$ cat src/rtl/ata_pkg.sv
// ata_pkg: shared definitions for the ATA PIO timing controller.
//   state_e    : access sequencer states
//   TWIDTH_DEF : default width of timing fields and phase counters
//   PIO0_*     : PIO mode-0 timing fields (cycles minus one) for a 100 MHz clock
package ata_pkg;

  typedef enum logic [2:0] {
    StIdle,
    StSetup,
    StStrobe,
    StWait,
    StRecov
  } state_e;

  localparam int unsigned TWIDTH_DEF = 8;

  localparam int unsigned PIO0_T1   = 6;
  localparam int unsigned PIO0_T2   = 28;
  localparam int unsigned PIO0_T4   = 2;
  localparam int unsigned PIO0_TEOC = 23;

endpackage

$ cat src/rtl/ata_pio_tctrl_if.sv
// ata_pio_tctrl_if: bundles the upstream request side and the ATA device side of the
// PIO timing controller.
//   upstream : go, we, adr, d_in, T1/T2/T4/Teoc, IORDYen -> done, busy, q
//   device   : IORDY, DDi -> DDo, DDoe, DA, CS0n, CS1n, DIORn, DIOWn
// slave is the controller's view; master is the upstream/device view.
interface ata_pio_tctrl_if
  import ata_pkg::*;
#(
  parameter int unsigned TWIDTH = TWIDTH_DEF
) ();

  logic              go;
  logic              we;
  logic [3:0]        adr;
  logic [15:0]       d_in;
  logic [TWIDTH-1:0] T1;
  logic [TWIDTH-1:0] T2;
  logic [TWIDTH-1:0] T4;
  logic [TWIDTH-1:0] Teoc;
  logic              IORDYen;
  logic              IORDY;
  logic [15:0]       DDi;
  logic [15:0]       DDo;
  logic              DDoe;
  logic [2:0]        DA;
  logic              CS0n;
  logic              CS1n;
  logic              DIORn;
  logic              DIOWn;
  logic              done;
  logic              busy;
  logic [15:0]       q;

  modport slave (
    input  go, we, adr, d_in, T1, T2, T4, Teoc, IORDYen, IORDY, DDi,
    output DDo, DDoe, DA, CS0n, CS1n, DIORn, DIOWn, done, busy, q
  );

  modport master (
    output go, we, adr, d_in, T1, T2, T4, Teoc, IORDYen, IORDY, DDi,
    input  DDo, DDoe, DA, CS0n, CS1n, DIORn, DIOWn, done, busy, q
  );

endinterface

$ cat src/rtl/ata_tcnt.sv
// ata_tcnt: loadable down-counter used to time every access phase.
//   clk_i, rst_ni : clock, synchronous active-low reset
//   load_i, val_i : load val_i on the next edge (takes priority over counting)
//   cnt_o, zero_o : current count and its zero flag; the counter parks at zero
module ata_tcnt #(
  parameter int unsigned TWIDTH = 8
) (
  input  logic              clk_i,
  input  logic              rst_ni,
  input  logic              load_i,
  input  logic [TWIDTH-1:0] val_i,
  output logic [TWIDTH-1:0] cnt_o,
  output logic              zero_o
);

  logic [TWIDTH-1:0] cnt_q;

  always_ff @(posedge clk_i) begin
    if (!rst_ni) begin
      cnt_q <= '0;
    end else if (load_i) begin
      cnt_q <= val_i;
    end else if (cnt_q != '0) begin
      cnt_q <= cnt_q - 1'b1;
    end
  end

  assign cnt_o  = cnt_q;
  assign zero_o = (cnt_q == '0);

endmodule

$ cat src/rtl/ata_pio_tctrl.sv
// ata_pio_tctrl: ATA PIO access timing controller.
//   CLK_I  : clock
//   nReset : synchronous active-low reset
//   bus    : slave side of ata_pio_tctrl_if (request, timing fields, ATA pins, status)
// An access runs IDLE -> SETUP -> STROBE [-> WAIT] -> RECOV -> IDLE. A phase loaded with
// N lasts N+1 cycles. All outputs are registered and computed from the next state.
module ata_pio_tctrl
  import ata_pkg::*;
#(
  parameter int unsigned TWIDTH = TWIDTH_DEF
) (
  input logic            CLK_I,
  input logic            nReset,
  ata_pio_tctrl_if.slave bus
);

  state_e state_q, state_d;

  logic              we_q, we_d;
  logic [TWIDTH-1:0] t2_q, t2_d;
  logic [TWIDTH-1:0] teoc_q, teoc_d;
  // RECOV count value at which write data stops being driven
  logic [TWIDTH-1:0] thr_q, thr_d;

  logic iordy_s1_q, iordy_s2_q;

  logic [2:0]  da_q, da_d;
  logic        cs0n_q, cs0n_d;
  logic        cs1n_q, cs1n_d;
  logic        diorn_q, diorn_d;
  logic        diown_q, diown_d;
  logic [15:0] ddo_q, ddo_d;
  logic        ddoe_q, ddoe_d;
  logic        done_q, done_d;
  logic        busy_q, busy_d;
  logic [15:0] q_q, q_d;

  logic              cnt_load;
  logic [TWIDTH-1:0] cnt_val;
  logic [TWIDTH-1:0] cnt;
  logic              cnt_zero;
  logic              to_recov;

  ata_tcnt #(
    .TWIDTH(TWIDTH)
  ) u_tcnt (
    .clk_i (CLK_I),
    .rst_ni(nReset),
    .load_i(cnt_load),
    .val_i (cnt_val),
    .cnt_o (cnt),
    .zero_o(cnt_zero)
  );

  // IORDY is asynchronous to CLK_I
  always_ff @(posedge CLK_I) begin
    if (!nReset) begin
      iordy_s1_q <= 1'b0;
      iordy_s2_q <= 1'b0;
    end else begin
      iordy_s1_q <= bus.IORDY;
      iordy_s2_q <= iordy_s1_q;
    end
  end

  always_comb begin
    state_d  = state_q;
    we_d     = we_q;
    t2_d     = t2_q;
    teoc_d   = teoc_q;
    thr_d    = thr_q;
    da_d     = da_q;
    cs0n_d   = cs0n_q;
    cs1n_d   = cs1n_q;
    diorn_d  = diorn_q;
    diown_d  = diown_q;
    ddo_d    = ddo_q;
    ddoe_d   = ddoe_q;
    done_d   = 1'b0;
    q_d      = q_q;
    cnt_load = 1'b0;
    cnt_val  = '0;
    to_recov = 1'b0;

    unique case (state_q)
      StIdle: begin
        if (bus.go) begin
          state_d  = StSetup;
          cnt_load = 1'b1;
          cnt_val  = bus.T1;
          we_d     = bus.we;
          t2_d     = bus.T2;
          teoc_d   = bus.Teoc;
          // Data is held for min(T4, Teoc)+1 RECOV cycles while counting Teoc..0
          thr_d    = (bus.T4 >= bus.Teoc) ? '0 : (bus.Teoc - bus.T4);
          da_d     = bus.adr[2:0];
          cs0n_d   = bus.adr[3];
          cs1n_d   = ~bus.adr[3];
          if (bus.we) begin
            ddo_d  = bus.d_in;
            ddoe_d = 1'b1;
          end
        end
      end
      StSetup: begin
        if (cnt_zero) begin
          state_d  = StStrobe;
          cnt_load = 1'b1;
          cnt_val  = t2_q;
          diorn_d  = we_q;
          diown_d  = ~we_q;
        end
      end
      StStrobe: begin
        if (cnt_zero) begin
          if (bus.IORDYen && !iordy_s2_q) begin
            state_d = StWait;
          end else begin
            to_recov = 1'b1;
          end
        end
      end
      StWait: begin
        if (iordy_s2_q) begin
          to_recov = 1'b1;
        end
      end
      StRecov: begin
        if (cnt_zero) begin
          state_d = StIdle;
          da_d    = 3'd0;
          cs0n_d  = 1'b1;
          cs1n_d  = 1'b1;
          ddoe_d  = 1'b0;
        end else if (cnt == thr_q) begin
          ddoe_d = 1'b0;
        end
      end
      default: begin
        state_d = StIdle;
      end
    endcase

    if (to_recov) begin
      state_d  = StRecov;
      cnt_load = 1'b1;
      cnt_val  = teoc_q;
      diorn_d  = 1'b1;
      diown_d  = 1'b1;
      done_d   = 1'b1;
      if (!we_q) begin
        q_d = bus.DDi;
      end
    end

    busy_d = (state_d != StIdle);
  end

  always_ff @(posedge CLK_I) begin
    if (!nReset) begin
      state_q <= StIdle;
      we_q    <= 1'b0;
      t2_q    <= '0;
      teoc_q  <= '0;
      thr_q   <= '0;
      da_q    <= 3'd0;
      cs0n_q  <= 1'b1;
      cs1n_q  <= 1'b1;
      diorn_q <= 1'b1;
      diown_q <= 1'b1;
      ddo_q   <= 16'h0000;
      ddoe_q  <= 1'b0;
      done_q  <= 1'b0;
      busy_q  <= 1'b0;
      q_q     <= 16'h0000;
    end else begin
      state_q <= state_d;
      we_q    <= we_d;
      t2_q    <= t2_d;
      teoc_q  <= teoc_d;
      thr_q   <= thr_d;
      da_q    <= da_d;
      cs0n_q  <= cs0n_d;
      cs1n_q  <= cs1n_d;
      diorn_q <= diorn_d;
      diown_q <= diown_d;
      ddo_q   <= ddo_d;
      ddoe_q  <= ddoe_d;
      done_q  <= done_d;
      busy_q  <= busy_d;
      q_q     <= q_d;
    end
  end

  assign bus.DA    = da_q;
  assign bus.CS0n  = cs0n_q;
  assign bus.CS1n  = cs1n_q;
  assign bus.DIORn = diorn_q;
  assign bus.DIOWn = diown_q;
  assign bus.DDo   = ddo_q;
  assign bus.DDoe  = ddoe_q;
  assign bus.done  = done_q;
  assign bus.busy  = busy_q;
  assign bus.q     = q_q;

endmodule

$ cat src/flat_wrapper.sv
// flat-port wrapper written by rule: the top's interface ports become plain ports
module ata_pio_tctrl_flat import ata_pkg::*;
#(
  parameter int unsigned TWIDTH = TWIDTH_DEF
)
  (CLK_I, nReset, bus_go, bus_we, bus_adr, bus_d_in, bus_T1, bus_T2, bus_T4, bus_Teoc, bus_IORDYen, bus_IORDY, bus_DDi, bus_DDo, bus_DDoe, bus_DA, bus_CS0n, bus_CS1n, bus_DIORn, bus_DIOWn, bus_done, bus_busy, bus_q);
  ata_pio_tctrl_if #(.TWIDTH(TWIDTH)) bus_i ();
  input logic CLK_I;
  input logic nReset;
  input wire logic [$bits(bus_i.go)-1:0] bus_go;
  input wire logic [$bits(bus_i.we)-1:0] bus_we;
  input wire logic [$bits(bus_i.adr)-1:0] bus_adr;
  input wire logic [$bits(bus_i.d_in)-1:0] bus_d_in;
  input wire logic [$bits(bus_i.T1)-1:0] bus_T1;
  input wire logic [$bits(bus_i.T2)-1:0] bus_T2;
  input wire logic [$bits(bus_i.T4)-1:0] bus_T4;
  input wire logic [$bits(bus_i.Teoc)-1:0] bus_Teoc;
  input wire logic [$bits(bus_i.IORDYen)-1:0] bus_IORDYen;
  input wire logic [$bits(bus_i.IORDY)-1:0] bus_IORDY;
  input wire logic [$bits(bus_i.DDi)-1:0] bus_DDi;
  output wire logic [$bits(bus_i.DDo)-1:0] bus_DDo;
  output wire logic [$bits(bus_i.DDoe)-1:0] bus_DDoe;
  output wire logic [$bits(bus_i.DA)-1:0] bus_DA;
  output wire logic [$bits(bus_i.CS0n)-1:0] bus_CS0n;
  output wire logic [$bits(bus_i.CS1n)-1:0] bus_CS1n;
  output wire logic [$bits(bus_i.DIORn)-1:0] bus_DIORn;
  output wire logic [$bits(bus_i.DIOWn)-1:0] bus_DIOWn;
  output wire logic [$bits(bus_i.done)-1:0] bus_done;
  output wire logic [$bits(bus_i.busy)-1:0] bus_busy;
  output wire logic [$bits(bus_i.q)-1:0] bus_q;
  assign bus_i.go = bus_go;
  assign bus_i.we = bus_we;
  assign bus_i.adr = bus_adr;
  assign bus_i.d_in = bus_d_in;
  assign bus_i.T1 = bus_T1;
  assign bus_i.T2 = bus_T2;
  assign bus_i.T4 = bus_T4;
  assign bus_i.Teoc = bus_Teoc;
  assign bus_i.IORDYen = bus_IORDYen;
  assign bus_i.IORDY = bus_IORDY;
  assign bus_i.DDi = bus_DDi;
  assign bus_DDo = bus_i.DDo;
  assign bus_DDoe = bus_i.DDoe;
  assign bus_DA = bus_i.DA;
  assign bus_CS0n = bus_i.CS0n;
  assign bus_CS1n = bus_i.CS1n;
  assign bus_DIORn = bus_i.DIORn;
  assign bus_DIOWn = bus_i.DIOWn;
  assign bus_done = bus_i.done;
  assign bus_busy = bus_i.busy;
  assign bus_q = bus_i.q;
  ata_pio_tctrl #(.TWIDTH(TWIDTH)) u_core (.CLK_I(CLK_I), .nReset(nReset), .bus(bus_i));
endmodule
$ cat config.mk
export PLATFORM = sky130hd
export DESIGN_NAME = ata_pio_tctrl_flat
export DESIGN_NICKNAME = d
export VERILOG_FILES = /design/src/rtl/ata_pkg.sv /design/src/rtl/ata_pio_tctrl_if.sv /design/src/rtl/ata_tcnt.sv /design/src/rtl/ata_pio_tctrl.sv /design/src/flat_wrapper.sv
export SDC_FILE = /design/constraint.sdc
export NUM_CORES = 1
export LEC_CHECK = 0
export BUFFER_PORTS_ARGS = -buffer_cell sky130_fd_sc_hd__buf_2
export CORE_ASPECT_RATIO = 1.2
export CORE_MARGIN = 2
export CORE_UTILIZATION = 39
export CTS_CLUSTER_DIAMETER = 200
export DETAILED_ROUTE_END_ITERATION = 10
export PLACE_DENSITY = 0.72
export SLEW_MARGIN = 15
export SYNTH_ARGS = -nofsm -noshare
export SYNTH_HDL_FRONTEND = slang
export SYNTH_SLANG_ARGS = --single-unit
$ cat constraint.sdc
create_clock -name CLK_I -period 3.2 [get_ports CLK_I]
set_input_delay 0.48 -clock CLK_I [delete_from_list [all_inputs] [get_ports CLK_I]]
set_output_delay 0.48 -clock CLK_I [all_outputs]
set_load 0.005 [all_outputs]
==> results of run 1 <==
-- registers in the layout, summed over array words and instances, names as in the netlist --
name	count
u_core.bus.DDo	16
u_core.bus.q	16
u_core.t2_q	8
u_core.teoc_q	8
u_core.thr_q	8
u_core.u_tcnt.cnt_o	8
u_core.bus.DA	3
u_core.state_q	3
u_core.bus.CS0n	1
u_core.bus.CS1n	1
u_core.bus.DDoe	1
u_core.bus.DIORn	1
u_core.bus.DIOWn	1
u_core.bus.busy	1
u_core.bus.done	1
u_core.iordy_s1_q	1
u_core.iordy_s2_q	1
u_core.we_q	1
-- worst reg2reg max path, delay by kind of cell, from the launching register on --
family | cells | cell delay (ns)
compound gates | 3 | 0.97
fa+ha+maj | 1 | 0.22
buf+inv | 1 | 0.11
flops | 1 | 0.42
simple gates | 2 | 0.46
-- final timing paths --
check	from	to	slack (ns)	cells after the start
min	bus_IORDY	u_core.iordy_s1_q	0.36	2
max	u_core.u_tcnt.cnt_o[0]	u_core.u_tcnt.cnt_o[6]	0.90	7
min reg2reg	u_core.iordy_s1_q	u_core.iordy_s2_q	0.44	1
max reg2reg	u_core.u_tcnt.cnt_o[0]	u_core.u_tcnt.cnt_o[6]	0.90	7
-- cells in the mapped netlist (all sizes together), types with 3 or more instances --
cell type	count
a211o	4
a21boi	38
a21o	3
a21oi	16
a222oi	8
a22o	6
a22oi	3
and2	5
buf	6
clkbuf	15
dfxtp	80
ha	10
inv	14
mux2i	16
nand2	78
nand3	4
nand3b	3
nor2	14
nor2b	22
nor3	10
o211ai	3
o21ai	11
or3b	3
xnor2	4
xor2	11
-- per-layer routing --
| layer | vias up | share of wire | track usage |
|---|---|---|---|
| met4 | 0 | 0.031 | 0.0873 |
| met1 | 1554 | 0.41 | 0.209 |
| li1 | 1660 | - | - |
| met3 | 24 | 0.055 | 0.0387 |
| met5 | - | 0 | 0 |
| met2 | 111 | 0.50 | 0.315 |
-- power breakdown --
group / leakage, nW / internal, mW / switching, mW / total [mW]
registers: 0.653 / 1.14 / 0.157 / 1.30
clock network: 0.173 / 0.840 / 0.394 / 1.23
logic: 1.24 / 0.471 / 0.604 / 1.08
total: 2.07 / 2.45 / 1.16 / 3.61
-- cells by family (layout without fill, tap and decap cells) --
group	after synthesis	in the layout	synth area share
compound gates	104	104	0.203
xor+xnor	15	15	0.0354
fa+ha+maj	11	11	0.0391
buf+inv	35	149	0.0414
flops	80	80	0.431
mux	16	16	0.0431
simple gates	152	152	0.206
-- layout make-up --
type	instances	area (sq um)
clock buffer	10	229
clock inverter	5	129
fill	897	4670
inverter	14	52.6
multi-input combinational	298	1970
sequential	80	1600
tap	123	154
timing repair buffer	120	613
==> out/qor.csv, run 1 <==
metric;value;unit
Max-Slew Margin vs Limit;0.513;
largest net degree at the start of global routing;35;
# setup viols final;0;
nets;608;
gr ovfl total;0;
synth unique cells;52;
Worst path max stage delay;0.47;ns
Pwr Total;3.61;mW
Buf/Inv on CP;1;
prevailing post-synth register cell;dfxtp_1;
crit-path most repeated cell;a21oi_1;
Final Hold Vio Count;0;
power per standard cell area;760;nW/um^2
Synth async-reset ratio;0;
Hold Crit Class;primary input to flop;
sequential share of the synthesized area;0.431;
DRT iter0 DRCs;174;
All-Layer GR Usage;0.181;
fmax;436;MHz
fraction of layout cells with a size suffix above 1;0.275;
commonest cells after routing, fill and taps aside;buf_2 (115), dfxtp_1 (80), nand2_1 (78);
YS warnings;0;
Max rail drop VDD;0.000404;V
Post-synth EDFFs;0;
CP top delay family;compound AO/OA/AOI/OAI gates;
Fin Setup TNS;0;ns
Non-Filler Instances;650;
post-detail-place hpwl;7.00;mm
Slew @ Worst Pin;0.725;ns
Placeable Area;9420;sq um
Inst Count DP;635;
clock buffer depth;2;
vias;3349;
synthesized netlist net count;498;
Die Width;93.1;um
Final Cycle Share;0.718;
ANT cells;0;
RSZ-0062 raised after global routing;false;
Avg Inst Size Synth;8.99;sq um
fin area;4750;sq um
worst-path cell chain;inv_1 -> ha_1 -> nor4b_2 -> a21oi_1 -> nor2_1 -> a222oi_1 -> a21oi_1;
Worst Setup Start Kind;flop;
CP Capture Type;flop;
vias in the first global route;3268;
Synth area leaders;dfxtp_1 (43%), nand2_1 (7.9%), a21boi_0 (6.7%);
Worst EP arrival;2.50;ns
skew final;0.00563;ns
Initial Util;0.394;
Skew-Pair Late Insertion Delay;0.33;ns
count of clock tree sinks;80;
Post-DRT Antenna Nets;0;
Reg clk slew, reported paths;0.06;ns
Tmin final;2.30;ns
#FFs+latches synth;80;
Top Ports;116;
Core Util, Final;0.504;
Via density;5.15;
worst hold margin;0.356;ns
Die ar.;10300;sq um
max_cap viols;0;
first-pass GRT wire length;15.2;mm
Wirelength per Cell;14.3;um
Post-CTS Setup Repair Bufs;0;
Pre-antenna DRT Iters;7;
Layout area overhead;27.8;%
CTS Buf Count;9;
hold_buf cts;0;
Die Span Y;111;um
global placer's final weighted congestion;0.911;
commonest non-fill, non-tap cell in the layout;buf_2;
CP max FO;10;
CTS resizes;0;
Placement Rows;39;
kind of critical path;flop to flop;
CTS H-tree lvls;3;
Root Buffer;clkbuf_16;
DRC Markers;0;
Final Max Tran Viols;0;
area share of the largest cell type after synthesis;0.431;
Worst EP required;3.41;ns
status;completed;
CTS tree;yes;
Leak;2.07;nW
area leader, netlist;dfxtp_1;
Total Routed Length;9.27;mm
Worst path slowest cell;a222oi_1;
placed cell area;4390;sq um
worst slack at placement;0.786;ns
initial antenna violation count;0;
Syn Std Cell Area;3710;sq um
fin worst setup slack;0.904;ns
Post-Syn Instances;413;
Port Buffer Count;115;
No activity file was read; power rests on OpenSTA's default activity.
==> inputs of run 2 (changes only) <==
- PLACE_DENSITY: 0.72 -> 0.74
- clock period: 3.2 -> 2 ns (I/O delays scaled with it)
==> run 2 against run 1 <==
  * Setup slack got worse by 0.78 ns
  * Count of clock-buffer cells in the layout increased by 1
  * Critical endpoint unchanged
  * Maximum frequency increased by 23%
==> out/qor.csv, run 2 (same netlist as run 1, synthesis figures left out) <==
metric;value;unit;change
status;completed;;
Total Routed Length;9.42;mm;+1.6%
crit-path most repeated cell;a21oi_1;;
Core Util, Final;0.513;;+0.00930
worst-path cell chain;inv_1 -> ha_1 -> or4b_4 -> a2111o_1 -> a21oi_1 -> a211o_1 -> a21oi_1;;
commonest non-fill, non-tap cell in the layout;buf_2;;
count of clock tree sinks;80;;unchanged
Port Buffer Count;115;;unchanged
first-pass GRT wire length;15.2;mm;unchanged
Tmin final;1.87;ns;-0.422 ns
reg2reg setup slack;0.13;ns;-0.78 ns
CP top delay family;compound AO/OA/AOI/OAI gates;;
Worst Setup Start Kind;flop;;
Via density;5.08;;-1.3%
Placeable Area;9420;sq um;unchanged
Hold Crit Class;primary input to flop;;
global placer's final weighted congestion;0.898;;-1.5%
Top Ports;116;;unchanged
Wirelength per Cell;14.1;um;-0.97%
DRT iter0 DRCs;147;;-16%
initial antenna violation count;0;;unchanged
worst hold path cell count;2;;unchanged
Die Width;93.1;um;unchanged
Skew-Pair Late Insertion Delay;0.33;ns;about the same
Pre-antenna DRT Iters;6;;-1
Initial Util;0.394;;unchanged
Reg clk slew, reported paths;0.06;ns;about the same
DRC Markers;0;;unchanged
post-detail-place hpwl;7.19;mm;+2.7%
Final Cycle Share;0.937;;+0.219
Die ar.;10300;sq um;unchanged
Hold Crit Start;bus_IORDY;;
clock buffer depth;2;;unchanged
largest net degree at the start of global routing;34;;-2.9%
CP Capture Type;flop;;
power per standard cell area;1150;nW/um^2;+52%
Slew @ Worst Pin;0.486;ns;-0.240 ns
Pwr Total;5.57;mW;+54%
gr ovfl total;0;;unchanged
kind of critical path;flop to flop;;
Hold Path End;u_core.iordy_s1_q;;
Worst EP required;2.21;ns;-1.20 ns
# setup viols final;0;;unchanged
Buf/Inv on CP;1;;unchanged
R2R cell count;7;;unchanged
commonest cells after routing, fill and taps aside;buf_2 (115), dfxtp_1 (80), nand2_1 (78);;
fmax;534;MHz;+23%
Final Hold Vio Count;0;;unchanged
CTS Buf Count;9;;unchanged
hold_buf cts;0;;unchanged
Final Max Tran Viols;0;;unchanged
Worst EP arrival;2.08;ns;-0.42 ns
skew final;0.00522;ns;-0.000414 ns
Worst path slowest cell;or4b_4;;
CTS tree;yes;;
nets;625;;+2.8%
max_cap viols;0;;unchanged
vias;3391;;+1.3%
Layout area overhead;30.1;%;
Post-DRT Antenna Nets;0;;unchanged
ANT cells;0;;unchanged
Leak;2.13;nW;+2.9%
CTS H-tree lvls;3;;unchanged
Worst path max stage delay;0.52;ns;+0.05 ns
Root Buffer;clkbuf_16;;
Reg2Reg Launch Point;u_core.u_tcnt.cnt_o[0];;
fraction of layout cells with a size suffix above 1;0.303;;+0.0282
Placement Rows;39;;unchanged
Die Span Y;111;um;unchanged
r2r endpoint;u_core.u_tcnt.cnt_o[6];;
Max rail drop VDD;0.000511;V;+27%
All-Layer GR Usage;0.184;;+0.00234
Max-Slew Margin vs Limit;0.676;;+0.164
vias in the first global route;3274;;+0.18%
CP max FO;4;;-6
run 2: metrics by stage:
| stage | cells | setup slack, ns | hold WS [ns] | TNS, ns | cell area (sq um) |
|---|---|---|---|---|---|
| after floorplan | 413 | 0.101 | 0.412 | 0 | 3710 |
| after global placement | 650 | -0.0717 | 0.439 | -0.309 | 4510 |
| after detailed placement | 650 | -0.177 | 0.428 | -0.994 | 4510 |
| after CTS | 665 | 0.0675 | 0.187 | 0 | 4800 |
| after global routing | 667 | -0.000222 | 0.195 | -0.000222 | 4830 |
| final | 667 | 0.126 | 0.188 | 0 | 4830 |
run 2: how the worst max path moves through the flow:
stage	from	endpoint	slack (ns)	depth (start not counted)
finish	u_core.u_tcnt.cnt_o[0]	u_core.u_tcnt.cnt_o[6]	0.13	7
global route	u_core.u_tcnt.cnt_o[0]	u_core.u_tcnt.cnt_o[0]	-0.0002	7
CTS	u_core.state_q[0]	u_core.thr_q[7]	0.07	5
detailed placement	bus_Teoc[0]	u_core.thr_q[7]	-0.18	10
global placement	bus_Teoc[0]	u_core.thr_q[5]	-0.07	10
floorplan	bus_Teoc[0]	u_core.thr_q[1]	0.10	9
run 2: final cells by class:
type,instances,area [sq um]
Clock buffer,11,253
Clock inverter,4,28.8
Fill cell,928,4580
Inverter,14,52.6
Multi-Input combinational cell,298,1990
Sequential cell,80,1600
Tap cell,123,154
Timing Repair Buffer,137,753
run 2: report_power, final:
part | internal, mW | switching [mW] | total (mW)
registers | 1.83 | 0.233 | 2.06
clock network | 0.902 | 0.617 | 1.52
logic | 0.928 | 1.06 | 1.99
run 2: layer usage:
metal  part of all wire  global-route usage  vias up
li1                   -                   -     1688
met5                  0                   0        -
met2               0.52               0.318       89
met4              0.019              0.0667        0
met1               0.42               0.222     1604
met3              0.046              0.0394       10
run 2: repair_timing:
action	4_1_cts	5_1_grt
buffers inserted	0	2
gates resized for setup	0	6
endpoints found under the setup margin	0	24
